`src/rtl/l2_port_arbiter_if.sv`:
```
// Bundle of the L1 requester, L1 response and L2 port signals around the arbiter.
// master = arbiter view, slave = environment view (caches + L2).
interface l2_port_arbiter_if #(
  parameter int LINE_WIDTH = 128,
  parameter int ADDR_WIDTH = 16
);
  logic                  icache_read;
  logic [ADDR_WIDTH-1:0] icache_address;
  logic [LINE_WIDTH-1:0] icache_rdata;
  logic                  icache_resp;

  logic                  dcache_read;
  logic                  dcache_write;
  logic [ADDR_WIDTH-1:0] dcache_address;
  logic [LINE_WIDTH-1:0] dcache_wdata;
  logic [LINE_WIDTH-1:0] dcache_rdata;
  logic                  dcache_resp;

  logic                  l2_read;
  logic                  l2_write;
  logic [ADDR_WIDTH-1:0] l2_address;
  logic [LINE_WIDTH-1:0] l2_wdata;
  logic [LINE_WIDTH-1:0] l2_rdata;
  logic                  l2_resp;

  modport master (
    input  icache_read, icache_address,
    output icache_rdata, icache_resp,
    input  dcache_read, dcache_write, dcache_address, dcache_wdata,
    output dcache_rdata, dcache_resp,
    output l2_read, l2_write, l2_address, l2_wdata,
    input  l2_rdata, l2_resp
  );

  modport slave (
    output icache_read, icache_address,
    input  icache_rdata, icache_resp,
    output dcache_read, dcache_write, dcache_address, dcache_wdata,
    input  dcache_rdata, dcache_resp,
    input  l2_read, l2_write, l2_address, l2_wdata,
    output l2_rdata, l2_resp
  );
endinterface

```
`src/rtl/l2_port_arbiter.sv`:
```
// Round-robin sharing of the single L2 line port between I-cache and D-cache misses.
// One transaction at a time: IDLE -> SERVE_x -> TURN -> IDLE.
module l2_port_arbiter #(
  parameter int LINE_WIDTH = 128,
  parameter int ADDR_WIDTH = 16
) (
  input  logic                clk,
  input  logic                rst_n,
  l2_port_arbiter_if.master   bus
);

  typedef enum logic [1:0] {
    IDLE    = 2'd0,
    SERVE_I = 2'd1,
    SERVE_D = 2'd2,
    TURN    = 2'd3
  } state_t;

  localparam logic GRANT_I = 1'b0;
  localparam logic GRANT_D = 1'b1;

  state_t                state_q, state_d;
  logic                  last_grant_q, last_grant_d;
  logic                  op_write_q, op_write_d;
  logic [ADDR_WIDTH-1:0] addr_q, addr_d;
  logic [LINE_WIDTH-1:0] wdata_q, wdata_d;

  logic req_i;
  logic req_d;

  assign req_i = bus.icache_read;
  assign req_d = bus.dcache_read | bus.dcache_write;

  always_ff @(posedge clk or negedge rst_n) begin
    if (!rst_n) begin
      state_q      <= IDLE;
      last_grant_q <= GRANT_D;
      op_write_q   <= 1'b0;
      addr_q       <= '0;
      wdata_q      <= '0;
    end else begin
      state_q      <= state_d;
      last_grant_q <= last_grant_d;
      op_write_q   <= op_write_d;
      addr_q       <= addr_d;
      wdata_q      <= wdata_d;
    end
  end

  always_comb begin
    state_d      = state_q;
    last_grant_d = last_grant_q;
    op_write_d   = op_write_q;
    addr_d       = addr_q;
    wdata_d      = wdata_q;
    bus.l2_read     = 1'b0;
    bus.l2_write    = 1'b0;
    bus.icache_resp = 1'b0;
    bus.dcache_resp = 1'b0;

    case (state_q)
      IDLE: begin
        // I wins if alone, or if both ask and D had the previous grant.
        if (req_i && (!req_d || last_grant_q == GRANT_D)) begin
          state_d      = SERVE_I;
          last_grant_d = GRANT_I;
          op_write_d   = 1'b0;
          addr_d       = bus.icache_address;
          wdata_d      = bus.dcache_wdata;
        end else if (req_d) begin
          state_d      = SERVE_D;
          last_grant_d = GRANT_D;
          op_write_d   = bus.dcache_write;
          addr_d       = bus.dcache_address;
          wdata_d      = bus.dcache_wdata;
        end
      end
      SERVE_I: begin
        bus.l2_read     = 1'b1;
        bus.icache_resp = bus.l2_resp;
        if (bus.l2_resp) state_d = TURN;
      end
      SERVE_D: begin
        bus.l2_read     = ~op_write_q;
        bus.l2_write    = op_write_q;
        bus.dcache_resp = bus.l2_resp;
        if (bus.l2_resp) state_d = TURN;
      end
      TURN: begin
        state_d = IDLE;
      end
      default: begin
        state_d = IDLE;
      end
    endcase
  end

  assign bus.l2_address   = addr_q;
  assign bus.l2_wdata     = wdata_q;
  // Read data is unqualified; only the resp strobes mark it valid.
  assign bus.icache_rdata = bus.l2_rdata;
  assign bus.dcache_rdata = bus.l2_rdata;

endmodule

```
`src/flat_wrapper.sv`:
```
// flat-port wrapper written by rule: the top's interface ports become plain ports
module l2_port_arbiter_flat 
#(
  parameter int LINE_WIDTH = 128,
  parameter int ADDR_WIDTH = 16
)
  (clk, rst_n, bus_icache_read, bus_icache_address, bus_icache_rdata, bus_icache_resp, bus_dcache_read, bus_dcache_write, bus_dcache_address, bus_dcache_wdata, bus_dcache_rdata, bus_dcache_resp, bus_l2_read, bus_l2_write, bus_l2_address, bus_l2_wdata, bus_l2_rdata, bus_l2_resp);
  l2_port_arbiter_if #(.LINE_WIDTH(LINE_WIDTH), .ADDR_WIDTH(ADDR_WIDTH)) bus_i ();
  input  logic clk;
  input  logic rst_n;
  input wire logic [$bits(bus_i.icache_read)-1:0] bus_icache_read;
  input wire logic [$bits(bus_i.icache_address)-1:0] bus_icache_address;
  output wire logic [$bits(bus_i.icache_rdata)-1:0] bus_icache_rdata;
  output wire logic [$bits(bus_i.icache_resp)-1:0] bus_icache_resp;
  input wire logic [$bits(bus_i.dcache_read)-1:0] bus_dcache_read;
  input wire logic [$bits(bus_i.dcache_write)-1:0] bus_dcache_write;
  input wire logic [$bits(bus_i.dcache_address)-1:0] bus_dcache_address;
  input wire logic [$bits(bus_i.dcache_wdata)-1:0] bus_dcache_wdata;
  output wire logic [$bits(bus_i.dcache_rdata)-1:0] bus_dcache_rdata;
  output wire logic [$bits(bus_i.dcache_resp)-1:0] bus_dcache_resp;
  output wire logic [$bits(bus_i.l2_read)-1:0] bus_l2_read;
  output wire logic [$bits(bus_i.l2_write)-1:0] bus_l2_write;
  output wire logic [$bits(bus_i.l2_address)-1:0] bus_l2_address;
  output wire logic [$bits(bus_i.l2_wdata)-1:0] bus_l2_wdata;
  input wire logic [$bits(bus_i.l2_rdata)-1:0] bus_l2_rdata;
  input wire logic [$bits(bus_i.l2_resp)-1:0] bus_l2_resp;
  assign bus_i.icache_read = bus_icache_read;
  assign bus_i.icache_address = bus_icache_address;
  assign bus_icache_rdata = bus_i.icache_rdata;
  assign bus_icache_resp = bus_i.icache_resp;
  assign bus_i.dcache_read = bus_dcache_read;
  assign bus_i.dcache_write = bus_dcache_write;
  assign bus_i.dcache_address = bus_dcache_address;
  assign bus_i.dcache_wdata = bus_dcache_wdata;
  assign bus_dcache_rdata = bus_i.dcache_rdata;
  assign bus_dcache_resp = bus_i.dcache_resp;
  assign bus_l2_read = bus_i.l2_read;
  assign bus_l2_write = bus_i.l2_write;
  assign bus_l2_address = bus_i.l2_address;
  assign bus_l2_wdata = bus_i.l2_wdata;
  assign bus_i.l2_rdata = bus_l2_rdata;
  assign bus_i.l2_resp = bus_l2_resp;
  l2_port_arbiter #(.LINE_WIDTH(LINE_WIDTH), .ADDR_WIDTH(ADDR_WIDTH)) u_core (.clk(clk), .rst_n(rst_n), .bus(bus_i));
endmodule
```
`config.mk`:
```
export PLATFORM = sky130hd
export DESIGN_NAME = l2_port_arbiter_flat
export DESIGN_NICKNAME = d
export VERILOG_FILES = /design/src/rtl/l2_port_arbiter_if.sv /design/src/rtl/l2_port_arbiter.sv /design/src/flat_wrapper.sv
export SDC_FILE = /design/constraint.sdc
export NUM_CORES = 1
export LEC_CHECK = 0
export ABC_CLOCK_PERIOD_IN_PS = 1500
export CAP_MARGIN = 15
export CORE_AREA = 2 2 275 277
export CTS_CLUSTER_SIZE = 14
export DETAILED_ROUTE_END_ITERATION = 7
export DIE_AREA = 0 0 277 279
export PLACE_DENSITY = 0.36
export SETUP_SLACK_MARGIN = 0.3
export SYNTH_ARGS = -nofsm -noshare
export SYNTH_HDL_FRONTEND = slang
export SYNTH_SLANG_ARGS = --single-unit
```
`constraint.sdc`:
```
create_clock -name clk -period 1.5 [get_ports clk]
set_input_delay 0.3 -clock clk [delete_from_list [all_inputs] [get_ports clk]]
set_output_delay 0.3 -clock clk [all_outputs]
set_load 0.005 [all_outputs]
```
; ---- Word-level counts from Yosys, hierarchy flattened
; Cells that the tools add are included.
[word_totals]
regBits = 148
out_inout_bits = 404
elab_cells = 36
[op_classes]
n_eq_ne = 5
n_mux = 16
bitwise_logic = 2
reduce_logical = 8
[op_table]
columns = operator, count
row1 = two-way mux 128 bit, 2
row2 = two-way mux 16 bit, 2
row3 = two-way mux 1 bit, 7
row4 = two-way mux 2 bit, 3
row5 = case mux 2 bit (3 select lines), 1
row6 = == test 2 bit (second input constant), 2
row7 = AND reduction 2 bit, 2
row8 = != test 3 x 1 -> 1 bit (second input constant), 1
row9 = == test 2 x 1 -> 1 bit (second input constant), 1
row10 = logical NOT 2 bit, 1
row11 = != test 2 x 1 -> 1 bit (second input constant), 1
row12 = case mux 1 bit (2 select lines), 1
row13 = nonzero test 2 bit, 1
row14 = OR reduction 2 bit, 1
row15 = logical AND 1 bit, 1
row16 = logical NOT 1 bit, 1
row17 = logical OR 1 bit, 1
row18 = inverter 1 bit, 1
row19 = bitwise OR 1 bit, 1

; ---- Longest topological paths before layout
[logic_depth]
word_depth = 6
ltp_mapped = 8
mapped_depth_nobuf = 5

; ---- Worst setup path before layout
; OpenSTA, ideal clock, no wires.
[synth_timing]
path_kind = register to register
from = register u_core.state_q[0]
to = register u_core.state_q[1]
setup_time_ns = 0.125
t_arrival_ns = 1.381
slack_ns = -0.005
path_stages_with_launch = 6
path_buffers = 0
cell_sequence = dfrtp_1 > inv_1 > ha_1 > nor2b_1 > a21oi_1 > mux2_2
[synth_between]
elab_chain_len = 4
word_cells_on_any_way = 9
[synth_lines]
columns = element, line
row1 = start: declaration, l2_port_arbiter.sv:22  ; state_t state_q, state_d;
row2 = start signal: assignment, l2_port_arbiter.sv:42  ; state_q <= state_d;
row3 = == test 2 x 1 -> 1 bit / == test 2 bit (equally long branches), l2_port_arbiter.sv:61  ; case (state_q)
row4 = OR reduction 2 bit (no line), --
row5 = != test 2 x 1 -> 1 bit (no line), --
row6 = AND reduction 2 bit (no line), --
; Several ways; a longest one is shown, not always the timed one.
; A chain may end at the register's enable or synchronous reset.

; ---- Worst setup path after layout
[layout_timing]
from = register u_core.state_q[0]
to = output bus_l2_read
[layout_between]
elab_chain_len = 2
word_cells_on_any_way = 3
[layout_lines]
columns = element, line
row1 = == test 2 bit / == test 2 x 1 -> 1 bit (equally long branches), l2_port_arbiter.sv:61
row2 = case mux 1 bit (2 select lines) (*), l2_port_arbiter.sv:61
row3 = end: declaration, flat_wrapper.sv:21  ; output wire logic [$bits(bus_i.l2_read)-1:0] bus_l2_read;
; Mark *: on every way between the ends. The rest lies on a longest branch, timed or not.

==> impl_metrics.csv <==
group,metric,value,unit
cells_and_area,fin_nets,1468,
yosys,netlist_instances,917,
global_routing,antenna_found_initial,0,
cells_and_area,fin_util,0.186,
global_routing,grt_first_pass_wirelength,44900,um
cells_and_area,fill_cells,8276,
sta,setup_violations,139,
sta,hold_viol_final,0,
critical_path,crit_slowest_cell,"dfrtp_1",
yosys,syn_nets,1215,
critical_path,crit_family,"flip-flops",
floorplan,die_x,277,um
yosys,synth.cell_area,0.00783,mm^2
global_routing,grt_max_degree,33,
placed_design,gp_congestion,0.747,
floorplan,initial_utilization,0.106,
yosys,ys_ff_latch,148,
critical_path,critPathBufInv,3,
critical_path,crit_path_cell_trace,"inv_2, buf_6, ha_4, o21a_1, buf_2",
yosys,yosys-top-cells-area,"dfrtp_1 (47%), buf_4 (25%), nand2_1 (18%), a31oi_1 (1.4%), a21oi_1 (1.2%)",
hold_path,min_path_type,"in2reg",
critical_path,cp_max_fo,2,
cells_and_area,drive_gt1_frac,0.557,
route,route.met3.wl,3190,um
route,wl_met2,15700,um
route,drt-total-wl,33300,um
clock_tree,cts_sinks,148,
yosys,yosysSeqAreaShare,0.473,
sta,rsz0062_at_grt,"true",
global_routing,track_usage,0.0803,
run_status,status,"complete, but fails checks",
power,power.density,2070,mW/mm^2
route,first_iter_violations,117,
clock_tree,cts_tree,"done",
route,vias,6663,
yosys,synth_top_area_frac,0.470,
route,wire_per_inst,15.5,um
critical_path,crit_arrival,1.51,ns
route,drtPass1Iterations,4,
route,drc,0,
power,power.total,0.0285,W
yosys,async_reset_ff_frac,1.00,
sta,worst_pin_slew,0.513,ns
yosys,yosys.area.top_type,"dfrtp_1",
placed_design,place_ws,-0.416,ns
clock_tree,path_clk_slew,0.07,ns
yosys,synth_enable_flop_cells,0,
global_routing,grt_pass1_vias,6863,
run_status,violations,"setup timing",
route,drt-met1-wl,12800,um
route,viasPerCell,3.10,
critical_path,max_stage_delay,0.36,ns
route,ant_nets,0,
yosys,ys.flop_type,"dfrtp_1",
floorplan,core-area,0.0741,mm^2
yosys,ys_warn_count,0,
placed_design,dp_hpwl,20900,um
power,ir_worst_vdd,0.770,mV
critical_path,cp-end-kind,"output pin",
flow_run,cap_violations,0,
floorplan,rows,100,
yosys,synth.distinct_cells,25,
power,p_leak,6.50,nW
sta,finalSetupTns,-10.96,ns
sta,max_freq,0.553,GHz
sta,period_needed,1.81,ns
clock_tree,clockBufferDepth,2,
sta,relSlewSlack,0.658,
sta,period_share,1.20,
critical_path,path_class,"reg2out",
clock_tree,htreeDepth,4,
floorplan,boundaryPins,698,
route,highest-signal-layer,"met4",
floorplan,die_h,279,um
critical_path,critPathRequiredTime,1.20,ns
floorplan,dieArea,0.0773,mm^2
sta,fin_ws,-0.307,ns
sta,slew_violations,0,
clock_tree,insertion_delay,0.48,ns
clock_tree,numCtsBuffers,17,
clock_tree,clockRootBuffer,"clkbuf_16",
placed_design,numPortBuffers,313,
sta,finClkSkew,0.0128,ns
yosys,avgSynthCellArea,8.54,um^2
critical_path,cp-start-kind,"flop",
global_routing,grt.overflow.total,0,
cells_and_area,area_growth,75.8,%
==> per-stage QoR <==
stage,hold WS [ns],instances,instance area (um^2)
after floorplan,0.00441,917,7970
after global placement,0.294,1974,10800
after detailed placement,0.293,1974,10800
after CTS,0.281,2065,12000
after global routing,0.310,2151,13800
final,0.353,2152,13800
==> routing by layer <==
metal,track usage,up-vias
li1,-,3096
met3,0.0420,115
met1,0.0858,3089
met5,0,-
met2,0.126,363
met4,0.0474,0
==> where the power goes <==
group | leakage (nW) | switching, W | total (W) | internal (W)
registers | 1.81 | 0.00118 | 0.00714 | 0.00596
clock network | 0.303 | 0.00195 | 0.00482 | 0.00287
logic | 4.39 | 0.00736 | 0.0165 | 0.00916
total | 6.50 | 0.0105 | 0.0285 | 0.0180
==> logic make-up (layout without fill, tap and decap cells) <==
logic type	after synthesis	in the layout	share of synthesized area
AOI/OAI and AO/OA	59	59	0.0446
buffers and inverters	296	561	0.275
and+or+nand+nor	408	408	0.198
DFF	148	148	0.473
muxes	2	2	0.00272
adders and majority gates	4	4	0.00639
other	0	1	0
==> worst register-to-register path: stages, from the launching register on <==
cell and delay (ns):
dfrtp_1 0.39, inv_2 0.07, buf_6 0.10, ha_4 0.19, buf_4 0.13, buf_6 0.10
nor2b_4 0.11, a21oi_2 0.14, mux2_4 0.31
==> registers in the layout (all words and copies together) (netlist names) <==
| signal | cells |
|---|---|
| u_core.state_q | 2 |
| u_core.bus.l2_wdata | 128 |
| u_core.bus.l2_address | 16 |
| u_core.last_grant_q | 1 |
| u_core.op_write_q | 1 |
==> area by class of cell <==
type                            instances  area [um^2]  share of cell area
Multi-Input combinational cell        473         3140               0.228
Sequential cell                       148         3710               0.269
Inverter                                3         11.3            0.000818
Antenna cell                            1         2.50            0.000182
Tap cell                              969         1210              0.0881
Timing Repair Buffer                  527         5060               0.368
Clock buffer                           20          457              0.0332
Clock inverter                         11          175              0.0127
==> cell usage in the layout (no fill, tap or decap), types with 2 or more instances in the layout <==
master	instances
a21oi_1	8
a21oi_2	9
a31oi_1	4
a31oi_4	13
and2_4	2
buf_12	30
buf_16	16
buf_2	140
buf_4	124
buf_6	27
buf_8	19
bufinv_16	4
clkbuf_16	23
clkbuf_8	2
clkdlybuf4s50_1	164
clkinv_4	2
clkinvlp_4	2
dfrtp_1	146
ha_2	2
inv_2	2
inv_6	2
nand2_1	167
nand2_2	159
nand2_4	58
nor2_1	8
nor2_2	7
nor2_4	2
nor2b_1	2
o21ai_0	16
==> final timing paths <==
| kind | from | to | slack (ns) | depth (start not counted) |
|---|---|---|---|---|
| min in group asynchronous | rst_n | u_core.bus.l2_wdata[51]$_DFFE_PN0P_ | 0.36 | 2 |
| hold / removal | bus_dcache_wdata[58] | u_core.bus.l2_wdata[58]$_DFFE_PN0P_ | 0.35 | 3 |
| setup reg to reg | u_core.state_q[0]$_DFFE_PN0P_ | u_core.state_q[1]$_DFFE_PN0P_ | -0.16 | 8 |
| setup / recovery | u_core.state_q[0]$_DFFE_PN0P_ | bus_l2_read | -0.31 | 5 |
| hold reg to reg | u_core.bus.l2_wdata[22]$_DFFE_PN0P_ | u_core.bus.l2_wdata[22]$_DFFE_PN0P_ | 0.46 | 2 |
| max in group asynchronous | rst_n | u_core.bus.l2_wdata[92]$_DFFE_PN0P_ | 0.58 | 3 |
==> synthesized netlist by cell type (all sizes together) (3+ instances only) <==
master	n
a21oi	18
o21ai	16
a31oi	18
and2	3
nand2	384
clkbuf	10
ha	4
dfrtp	147
nor2b	3
inv	3
buf	283
nor2	17
==> repair_timing <==
item	in CTS	in global routing
setup endpoints to repair	296	296
endpoints found under the hold margin	19	0
buffers inserted	45	79
cloned	14	7
resized for setup	731	273
pin swaps	106	150
hold buffers	1	0
Note: power is estimated with default switching activity, not from simulation.
